===== src/rtl/bus_pkg.sv =====
// Shared types and constants for the fetch/data memory bus arbiter.
package bus_pkg;

  localparam int unsigned BUS_W  = 32;
  localparam int unsigned STRB_W = BUS_W / 8;

  localparam logic [1:0] SIZE_BYTE = 2'b00;
  localparam logic [1:0] SIZE_HALF = 2'b01;
  localparam logic [1:0] SIZE_WORD = 2'b10;

  typedef enum logic [1:0] {
    IDLE  = 2'b00,
    FETCH = 2'b01,
    DATA  = 2'b10
  } state_t;

  typedef enum logic {
    GRANT_FETCH = 1'b0,
    GRANT_DATA  = 1'b1
  } grant_t;

endpackage


===== src/rtl/bus_lane_align.sv =====
// Byte-lane steering for stores and extraction/extension for loads.
module bus_lane_align
  import bus_pkg::*;
(
  input  logic [1:0]        i_st_size,
  input  logic [1:0]        i_st_addr_lo,
  input  logic [BUS_W-1:0]  i_st_data,
  output logic [BUS_W-1:0]  o_st_data_c,
  output logic [STRB_W-1:0] o_st_strobe_c,
  input  logic [1:0]        i_ld_size,
  input  logic [1:0]        i_ld_addr_lo,
  input  logic              i_ld_signed,
  input  logic [BUS_W-1:0]  i_rd_data,
  output logic [BUS_W-1:0]  o_ld_data_c
);

  logic [4:0]       w_shamt;
  logic [BUS_W-1:0] w_shifted;

  // Replicate the right-aligned store data across every lane it may land in.
  always_comb begin
    o_st_data_c   = i_st_data;
    o_st_strobe_c = 4'b1111;
    case (i_st_size)
      SIZE_BYTE: begin
        o_st_data_c   = {4{i_st_data[7:0]}};
        o_st_strobe_c = 4'b0001 << i_st_addr_lo;
      end
      SIZE_HALF: begin
        o_st_data_c   = {2{i_st_data[15:0]}};
        o_st_strobe_c = 4'b0011 << {i_st_addr_lo[1], 1'b0};
      end
      default: ;
    endcase
  end

  always_comb begin
    w_shamt = 5'd0;
    case (i_ld_size)
      SIZE_BYTE: w_shamt = {i_ld_addr_lo, 3'b000};
      SIZE_HALF: w_shamt = {i_ld_addr_lo[1], 4'b0000};
      default:   w_shamt = 5'd0;
    endcase
    w_shifted   = i_rd_data >> w_shamt;
    o_ld_data_c = w_shifted;
    case (i_ld_size)
      SIZE_BYTE: o_ld_data_c = {{24{i_ld_signed & w_shifted[7]}}, w_shifted[7:0]};
      SIZE_HALF: o_ld_data_c = {{16{i_ld_signed & w_shifted[15]}}, w_shifted[15:0]};
      default:   ;
    endcase
  end

endmodule


===== src/rtl/bus_arbiter.sv =====
// Arbitrates the external memory bus between instruction fetch and the
// memory stage, alternating grants on a tie.
module bus_arbiter
  import bus_pkg::*;
(
  input  logic              clk,
  input  logic              reset,
  input  logic              fetch_request,
  input  logic [BUS_W-1:0]  fetch_address,
  output logic [BUS_W-1:0]  fetch_data,
  output logic              fetch_ready,
  input  logic              data_load,
  input  logic              data_store,
  input  logic [BUS_W-1:0]  data_address,
  input  logic [1:0]        data_size,
  input  logic              data_signed,
  input  logic [BUS_W-1:0]  data_store_data,
  output logic [BUS_W-1:0]  data_load_data,
  output logic              data_ready,
  output logic              ext_valid,
  output logic              ext_write,
  output logic [BUS_W-1:0]  ext_address,
  output logic [BUS_W-1:0]  ext_write_data,
  output logic [STRB_W-1:0] ext_write_strobe,
  input  logic              ext_ready,
  input  logic [BUS_W-1:0]  ext_read_data
);

  localparam logic [BUS_W-1:0] WORD_MASK = BUS_W'(32'hFFFF_FFFC);

  state_t              r_state;
  state_t              w_next_state;
  grant_t              r_last_grant;
  logic                r_ext_valid;
  logic                r_ext_write;
  logic [BUS_W-1:0]    r_ext_address;
  logic [BUS_W-1:0]    r_ext_write_data;
  logic [STRB_W-1:0]   r_ext_write_strobe;
  logic [BUS_W-1:0]    r_fetch_data;
  logic                r_fetch_ready;
  logic [BUS_W-1:0]    r_data_load_data;
  logic                r_data_ready;
  logic [1:0]          r_size;
  logic [1:0]          r_addr_lo;
  logic                r_signed;

  logic                w_fetch_req;
  logic                w_data_req;
  logic                w_grant_fetch;
  logic                w_grant_data;
  logic                w_done;
  logic [BUS_W-1:0]    w_st_data;
  logic [STRB_W-1:0]   w_st_strobe;
  logic [BUS_W-1:0]    w_ld_data;

  bus_lane_align u_align (
    .i_st_size     (data_size),
    .i_st_addr_lo  (data_address[1:0]),
    .i_st_data     (data_store_data),
    .o_st_data_c   (w_st_data),
    .o_st_strobe_c (w_st_strobe),
    .i_ld_size     (r_size),
    .i_ld_addr_lo  (r_addr_lo),
    .i_ld_signed   (r_signed),
    .i_rd_data     (ext_read_data),
    .o_ld_data_c   (w_ld_data)
  );

  // A requester whose ready pulse is out still shows its old request.
  assign w_fetch_req = fetch_request & ~r_fetch_ready;
  assign w_data_req  = (data_load | data_store) & ~r_data_ready;

  always_comb begin
    w_next_state  = r_state;
    w_grant_fetch = 1'b0;
    w_grant_data  = 1'b0;
    w_done        = 1'b0;
    case (r_state)
      IDLE: begin
        if (w_data_req && (!w_fetch_req || r_last_grant == GRANT_FETCH)) begin
          w_next_state = DATA;
          w_grant_data = 1'b1;
        end else if (w_fetch_req) begin
          w_next_state  = FETCH;
          w_grant_fetch = 1'b1;
        end
      end
      FETCH, DATA: begin
        if (ext_ready) begin
          w_next_state = IDLE;
          w_done       = 1'b1;
        end
      end
      default: w_next_state = IDLE;
    endcase
  end

  always_ff @(posedge clk) begin
    if (reset) begin
      r_state            <= IDLE;
      r_last_grant       <= GRANT_FETCH;
      r_ext_valid        <= 1'b0;
      r_ext_write        <= 1'b0;
      r_ext_address      <= '0;
      r_ext_write_data   <= '0;
      r_ext_write_strobe <= '0;
      r_fetch_data       <= '0;
      r_fetch_ready      <= 1'b0;
      r_data_load_data   <= '0;
      r_data_ready       <= 1'b0;
      r_size             <= SIZE_WORD;
      r_addr_lo          <= 2'b00;
      r_signed           <= 1'b0;
    end else begin
      r_state       <= w_next_state;
      r_fetch_ready <= 1'b0;
      r_data_ready  <= 1'b0;
      if (w_grant_fetch) begin
        r_ext_valid        <= 1'b1;
        r_ext_write        <= 1'b0;
        r_ext_address      <= fetch_address & WORD_MASK;
        r_ext_write_data   <= '0;
        r_ext_write_strobe <= '0;
      end
      if (w_grant_data) begin
        r_ext_valid        <= 1'b1;
        r_ext_write        <= data_store;
        r_ext_address      <= data_address & WORD_MASK;
        r_ext_write_data   <= w_st_data;
        r_ext_write_strobe <= data_store ? w_st_strobe : STRB_W'(0);
        r_size             <= data_size;
        r_addr_lo          <= data_address[1:0];
        r_signed           <= data_signed;
      end
      // Completion: capture the response and flip the tie-break owner.
      if (w_done) begin
        r_ext_valid <= 1'b0;
        if (r_state == FETCH) begin
          r_fetch_data  <= ext_read_data;
          r_fetch_ready <= 1'b1;
          r_last_grant  <= GRANT_FETCH;
        end else begin
          if (!r_ext_write) r_data_load_data <= w_ld_data;
          r_data_ready <= 1'b1;
          r_last_grant <= GRANT_DATA;
        end
      end
    end
  end

  assign fetch_data       = r_fetch_data;
  assign fetch_ready      = r_fetch_ready;
  assign data_load_data   = r_data_load_data;
  assign data_ready       = r_data_ready;
  assign ext_valid        = r_ext_valid;
  assign ext_write        = r_ext_write;
  assign ext_address      = r_ext_address;
  assign ext_write_data   = r_ext_write_data;
  assign ext_write_strobe = r_ext_write_strobe;

endmodule


===== config.mk =====
export PLATFORM = sky130hd
export DESIGN_NAME = bus_arbiter
export DESIGN_NICKNAME = d
export VERILOG_FILES = /design/src/rtl/bus_pkg.sv /design/src/rtl/bus_lane_align.sv /design/src/rtl/bus_arbiter.sv
export SDC_FILE = /design/constraint.sdc
export NUM_CORES = 1
export LEC_CHECK = 0
export CAP_MARGIN = 20
export CORE_ASPECT_RATIO = 0.8
export CORE_MARGIN = 2
export CORE_UTILIZATION = 43
export CTS_CLUSTER_SIZE = 16
export DETAILED_ROUTE_END_ITERATION = 8
export PLACE_DENSITY = 0.77
export SYNTH_ARGS = -nofsm -noshare
export SYNTH_HDL_FRONTEND = slang
export SYNTH_HIERARCHICAL = 1
export SYNTH_SLANG_ARGS = --single-unit

===== constraint.sdc =====
create_clock -name clk -period 1.9 [get_ports clk]
set_input_delay 0.38 -clock clk [delete_from_list [all_inputs] [get_ports clk]]
set_output_delay 0.38 -clock clk [all_outputs]
set_load 0.03 [all_outputs]

==> out/results.tsv, run 1 <==
stage	metric	value	unit
outcome	status	finished, final reports clean	
min_path	hold_path.class	primary input to flop	
finish	area_growth	54.9	%
yosys	synth_adder_area_share	0.00384	
power_and_ir_drop	power.density	1190	nW/µm²
setup_path	cp_slowest_cell	clkdlybuf4s50_1	
clock_network	cts_buffers	17	
yosys	muxShareOfSynthArea	0.0741	
timing	rsz0062_at_grt	no	
yosys	synth-xor-area-share	0	
clock_network	cts_tree	done	
finish	fin_util	0.677	
route	routed_wl	20.9	mm
yosys	seq_area_frac_synth	0.436	
power_and_ir_drop	ir_drop	687	µV
finish	n_fill_cell	1220	
finish	num_antenna_cells	0	
die	die-area	16200	µm²
min_path	hold_end	ext_address[31]	
die	fp.dieW	142	µm
global_route	grtUsageTotal	0.259	
clock_network	cts_buffer_depth	2	
setup_path	r2r_start	r_addr_lo[0]	
timing	max_freq	0.536	GHz
setup_path	worstSetupEndpointType	output pin	
job	max-cap-violations	0	
route	ant_nets	0	
setup_path	arrival	1.49	ns
yosys	synth_top_area_share	0.436	
setup_path	rr_endpoint	data_load_data[3]	
placed_design	place_ws	-0.184	ns
yosys	avgSynthCellArea	8.79	µm²
timing	setup_viol	0	
yosys	yosys.area_share.simple	0.148	
min_path	hp-start	reset	
setup_path	crit_buf_inv	1	
yosys	netlist_area	6520	µm²
placed_design	portBuffers	268	
timing	timing.final.ws_setup	0.0333	ns
yosys	synth_compound_area_frac	0.259	
route	wl_per_cell	17.4	µm
timing	setup_tns	0	ns
yosys	synth_warnings	6	
route	routed_via_density	5.39	
setup_path	crit_path_max_fanout	2	
setup_path	reg2reg_depth	6	
yosys	yosysMostFrequentCell	nand2_1	
placed_design	place.gp.congestion	0.867	
global_route	grt-ovfl-total	0	
clock_network	clk_latency	0.43	ns
clock_network	cts-root-buf	clkbuf_16	
die	rows	40	
route	drt-pass1-iter-count	7	
clock_network	path_clk_slew	0.06	ns
die	io_pins	273	
finish	multi_input_area	3190	µm²
global_route	antenna_found_initial	0	
finish	finish.instance_area	10100	µm²
yosys	synth_edf_count	0	
timing	fin_hold_ws	0.399	ns
clock_network	htree_levels	4	
timing	finalHoldViolations	0	
yosys	ys_ff_latch	142	
die	core_area	14900	µm²
global_route	grt_pass1_vias	6192	
power_and_ir_drop	leakagePower	0.00364	µW
route	drt_iter0_drc	569	
yosys	synth_largest_area_cell	dfxtp_1	
setup_path	required	1.52	ns
setup_path	cpPeakStageDelay	0.73	ns
clock_network	cts_sinks	142	
global_route	grt_max_degree	41	
yosys	syn_inst	742	
route	drc	0	
placed_design	place_area	9510	µm²
timing	fin_crit	1.87	ns
yosys	synth_top_family_by_area	compound AO/OA/AOI/OAI gates	
route	via_count	6457	
yosys	synthArstFlopShare	0	
die	die_y	114	µm
min_path	hold_path_depth	2	
global_route	grt_pass1_wl	32.7	mm
setup_path	critical_path_class	flop to output pin	
finish	drive_gt1_frac	0.135	
yosys	synth.distinct_cells	46	
yosys	synth_commonest_cells	nand2_1 (169), dfxtp_1 (142), a21oi_1 (112)	
finish	regArea	2840	µm²
yosys	synth.area.top_cells	dfxtp_1 (44%), nand2_1 (9.7%), a21oi_1 (8.6%)	
timing	min_period_over_period	0.982	
setup_path	worstPathCellList	clkdlybuf4s50_1	
setup_path	start_kind	flop	
timing	maxSlewViolCount	0	
setup_path	critical-path-top-delay-family	buffers and inverters	
die	initial_core_util	0.437	
setup_path	r2r_slack	0.15	ns
placed_design	dp_hpwl	14.8	mm
finish	layout.nets	1135	
timing	fin_worst_skew	0.00761	ns
yosys	ys.flop_type	dfxtp_1	
sequential cells by signal, indices dropped and copies added, names as in the netlist:
register	flops
ext_write	1
ext_address	30
r_signed	1
data_load_data	32
r_size	2
ext_write_data	32
data_ready	1
r_state	2
fetch_data	32
ext_write_strobe	4
r_last_grant	1
ext_valid	1
r_addr_lo	2
fetch_ready	1
per-layer routing:
metal / wire length [µm] / GRT usage / vias to the layer above
met3: 1850 / 0.0744 / 34
met1: 9050 / 0.338 / 3024
met2: 9550 / 0.409 / 272
met4: 438 / 0.0967 / 0
li1: - / - / 3127
met5: 0 / 0 / -
how the worst max path moves through the flow:
stage                                  start                  to  slack [ns]  cells past startpoint
after global placement            data_store      ext_address[4]       -0.15                      6
after floorplan                   r_state[0]  data_load_data[21]        0.24                      8
after detailed placement          data_store      ext_address[9]       -0.18                      6
after CTS                 data_load_data[11]  data_load_data[11]        0.02                      1
final                     data_load_data[11]  data_load_data[11]        0.03                      1
after global routing      data_load_data[31]  data_load_data[31]       0.002                      1
placed cells by master, fill, tap and decap left out, types with 5 or more instances in the layout:
cell type	instances
clkdlybuf4s50_1	263
nand2_1	168
dfxtp_1	142
a21oi_1	112
nor2_1	46
a22oi_1	41
o221ai_2	28
buf_4	28
o21ai_0	25
clkbuf_16	17
buf_12	17
mux2_2	16
mux2i_1	13
a22o_1	8
nor2b_1	7
o21ai_1	7
mux4_2	7
inv_1	5
layout make-up:
class / instances / share of cell area
Inverter: 5 / 0.00186
Sequential cell: 142 / 0.282
Tap cell: 189 / 0.0234
Multi-Input combinational cell: 518 / 0.315
Timing Repair Buffer: 312 / 0.320
Clock buffer: 19 / 0.0439
Clock inverter: 13 / 0.0136
kinds of logic after synthesis:
family,Yosys count
compound gates,240
simple gates,237
flops,142
buf+inv,83
mux,37
fa+ha+maj,2
other cells,1
power breakdown:
group | total, µW | switching [µW] | internal [µW]
clock | 3290 | 1320 | 1970
combinational | 5040 | 2820 | 2230
sequential | 3720 | 254 | 3460
metrics by stage:
step,power [µW],cells
detailed placement,8810,1166
global route,12700,1198
floorplan,6950,743
CTS,12100,1198
finish,12000,1198
global placement,8760,1166
timing repair:
item / 4_1_cts / 5_1_grt
hold buffers: 0 / 0
setup endpoints to repair: 0 / 4
setup buffers: 0 / 0
resized for setup: 0 / 4
worst register-to-register path, stage by stage, from the launching register on:
cell and delay (ns):
dfxtp_1 0.36, nor2b_1 0.27, nor2b_1 0.16, buf_4 0.19, mux4_2 0.51, nand2_1 0.09
a21oi_1 0.06
Note: power is estimated with default switching activity, not from simulation.
==> inputs of run 2 (changes only) <==
--- a/config.mk
+++ b/config.mk
@@ -7,7 +7,7 @@
 export LEC_CHECK = 0
 export CAP_MARGIN = 20
 export CORE_ASPECT_RATIO = 0.8
-export CORE_MARGIN = 2
+export CORE_MARGIN = 4
 export CORE_UTILIZATION = 43
 export CTS_CLUSTER_SIZE = 16
 export DETAILED_ROUTE_END_ITERATION = 8
==> run 2 against run 1 <==
  * Via count decreased by 0.29%
  * Clock-buffer cell count up 3
  * Non-clock buffer count is 5 higher
  * Utilization increased by 1.8 points
  * Flip-flop and latch count unchanged
  * First-iteration DRC count is 15% lower
  * Combinational power is 0.8% lower
  * Sequential power about the same
  * Sequential share of layout area is essentially flat
  * Critical path depth did not move
  * Largest power group unchanged
  * Highest routed layer unchanged
==> out/results.tsv, run 2 (synthesized netlist as in run 1, its figures left out) <==
stage	metric	value	unit	change
setup_path	reg2reg_depth	6		unchanged
timing	rsz0062_at_grt	no		
global_route	grt_pass1_vias	6109		-1.3%
placed_design	dp.cells	1166		unchanged
clock_network	cts_buffer_depth	2		unchanged
timing	fin_crit	1.85	ns	-0.0191 ns
finish	regArea	2840	µm²	unchanged
finish	drive_gt1_frac	0.137		+0.00229
setup_path	crit_buf_inv	1		unchanged
timing	maxSlewViolCount	0		unchanged
placed_design	dp_hpwl	15.7	mm	+5.6%
route	wl_per_cell	17.9	µm	+2.4%
power_and_ir_drop	power.density	1190	nW/µm²	-0.62%
finish	num_antenna_cells	0		unchanged
power_and_ir_drop	leakagePower	0.00375	µW	+3.0%
global_route	grtUsageTotal	0.242		-0.0167
power_and_ir_drop	ir_drop	685	µV	-0.32%
clock_network	cts_sinks	142		unchanged
finish	layout.nets	1140		+0.44%
setup_path	worstSetupEndpointType	output pin		
power_and_ir_drop	power	12000	µW	-0.59%
setup_path	arrival	1.47	ns	-0.02 ns
finish	n_fill_cell	1168		-4.3%
finish	layout_commonest_cell	clkdlybuf4s50_1		
die	core_area	14500	µm²	-2.5%
timing	setup_viol	0		unchanged
setup_path	start_kind	flop		
route	routed_via_density	5.37		-0.29%
timing	max_freq	0.541	GHz	+1.0%
setup_path	crit_start	fetch_data[30]		
clock_network	cts_tree	done		
setup_path	critical_path_class	flop to output pin		
die	die-area	17200	µm²	+6.4%
die	fp.dieW	146	µm	+2.8%
clock_network	cts-root-buf	clkbuf_16		
die	die_y	118	µm	+3.5%
setup_path	required	1.52	ns	about the same
finish	stdcell_count	1198		unchanged
setup_path	r2r_slack	0.16	ns	about the same
clock_network	clk_latency	0.42	ns	about the same
route	routed_wl	21.4	mm	+2.4%
job	max-cap-violations	0		unchanged
clock_network	path_clk_slew	0.06	ns	about the same
route	drc	0		unchanged
setup_path	crit_end	fetch_data[30]		
global_route	grt_max_degree	41		unchanged
global_route	grt_pass1_wl	33.8	mm	+3.3%
finish	multi_input_area	3180	µm²	about the same
setup_path	critical-path-top-delay-family	buffers and inverters		
clock_network	cts_buffers	17		unchanged
placed_design	place.gp.congestion	0.845		-2.5%
min_path	hold_path.class	primary input to flop		
global_route	grt-ovfl-total	0		unchanged
setup_path	worstPathCellList	clkdlybuf4s50_1		
clock_network	htree_levels	4		unchanged
global_route	antenna_found_initial	0		unchanged
timing	min_period_over_period	0.972		-0.0100
placed_design	portBuffers	268		unchanged
finish	mostFrequentLayoutCells	clkdlybuf4s50_1 (258), nand2_1 (169), dfxtp_1 (142)		
route	via_count	6438		-0.29%
die	io_pins	273		unchanged
setup_path	cpPeakStageDelay	0.72	ns	about the same
timing	fin_worst_skew	0.00997	ns	+0.00236 ns
route	drt-pass1-iter-count	5		-2
finish	area_growth	54.9	%	about the same
die	initial_core_util	0.448		+0.0112
route	ant_nets	0		unchanged
setup_path	rr_endpoint	data_load_data[0]		
setup_path	r2r_start	r_addr_lo[0]		
clock_network	cts_hold_buf	0		unchanged
die	rows	39		-2.5%
setup_path	cp_slowest_cell	clkdlybuf4s50_1		
timing	setup_tns	0	ns	unchanged
timing	finalHoldViolations	0		unchanged
outcome	status	finished, final reports clean		
route	drt_iter0_drc	485		-15%
setup_path	crit_path_max_fanout	2		unchanged
setup_path	critical_path_depth	1		unchanged
==> run 2: cell types whose count changed in the layout (fill, tap and decap cells not counted), moves of 3 or more <==
cell / previous run / this run
clkdlybuf4s50_1: 263 / 258
buf_12: 17 / 14
inv_6: 3 / 0
buf_4: 28 / 36
dlymetal6s2s_1: 4 / 9
==> run 2: cell type report <==
class / count / area share
tap: 184 / 0.0228
inverter: 5 / 0.00186
sequential: 142 / 0.281
multi-input combinational: 518 / 0.315
timing repair buffer: 317 / 0.321
clock buffer: 22 / 0.0460
clock inverter: 10 / 0.0113
==> run 2: layer usage <==
metal,global-route usage,share of wire,vias up
met3,0.0876,0.089,25
met5,0,0,-
li1,-,-,3122
met4,0.0670,0.013,0
met1,0.326,0.43,3023
met2,0.368,0.46,268
==> run 2: what timing repair did <==
| action | in CTS | in global routing |
|---|---|---|
| buffers inserted | 0 | 0 |
| setup endpoints to repair | 0 | 9 |
| gates resized for setup | 0 | 9 |
==> run 2: worst min path at each step <==
stage,startpoint,to,slack (ns),depth (start not counted)
2_1_floorplan,r_state[1],r_state[1],0.46,2
3_3_place_gp,ext_address[29],ext_address[29],0.44,2
3_5_place_dp,ext_address[22],ext_address[22],0.44,2
4_1_cts,reset,ext_write,0.40,2
5_1_grt,reset,ext_write_data[1],0.42,2
6_report,reset,fetch_data[11],0.42,2
==> run 2: through the flow <==
step,hold WS [ns],utilization,setup slack (ns),instance area (µm²)
final,0.416,0.695,0.0524,10100
after global routing,0.422,0.695,0.00379,10100
after CTS,0.403,0.693,0.0307,10100
after detailed placement,0.442,0.653,-0.135,9500
after global placement,0.437,0.653,-0.110,9500
after floorplan,0.463,-,0.236,6520
==> run 2: report_power, final <==
| group | switching [µW] | internal, µW |
|---|---|---|
| combinational | 2800 | 2200 |
| sequential | 258 | 3470 |
| clock | 1250 | 2000 |
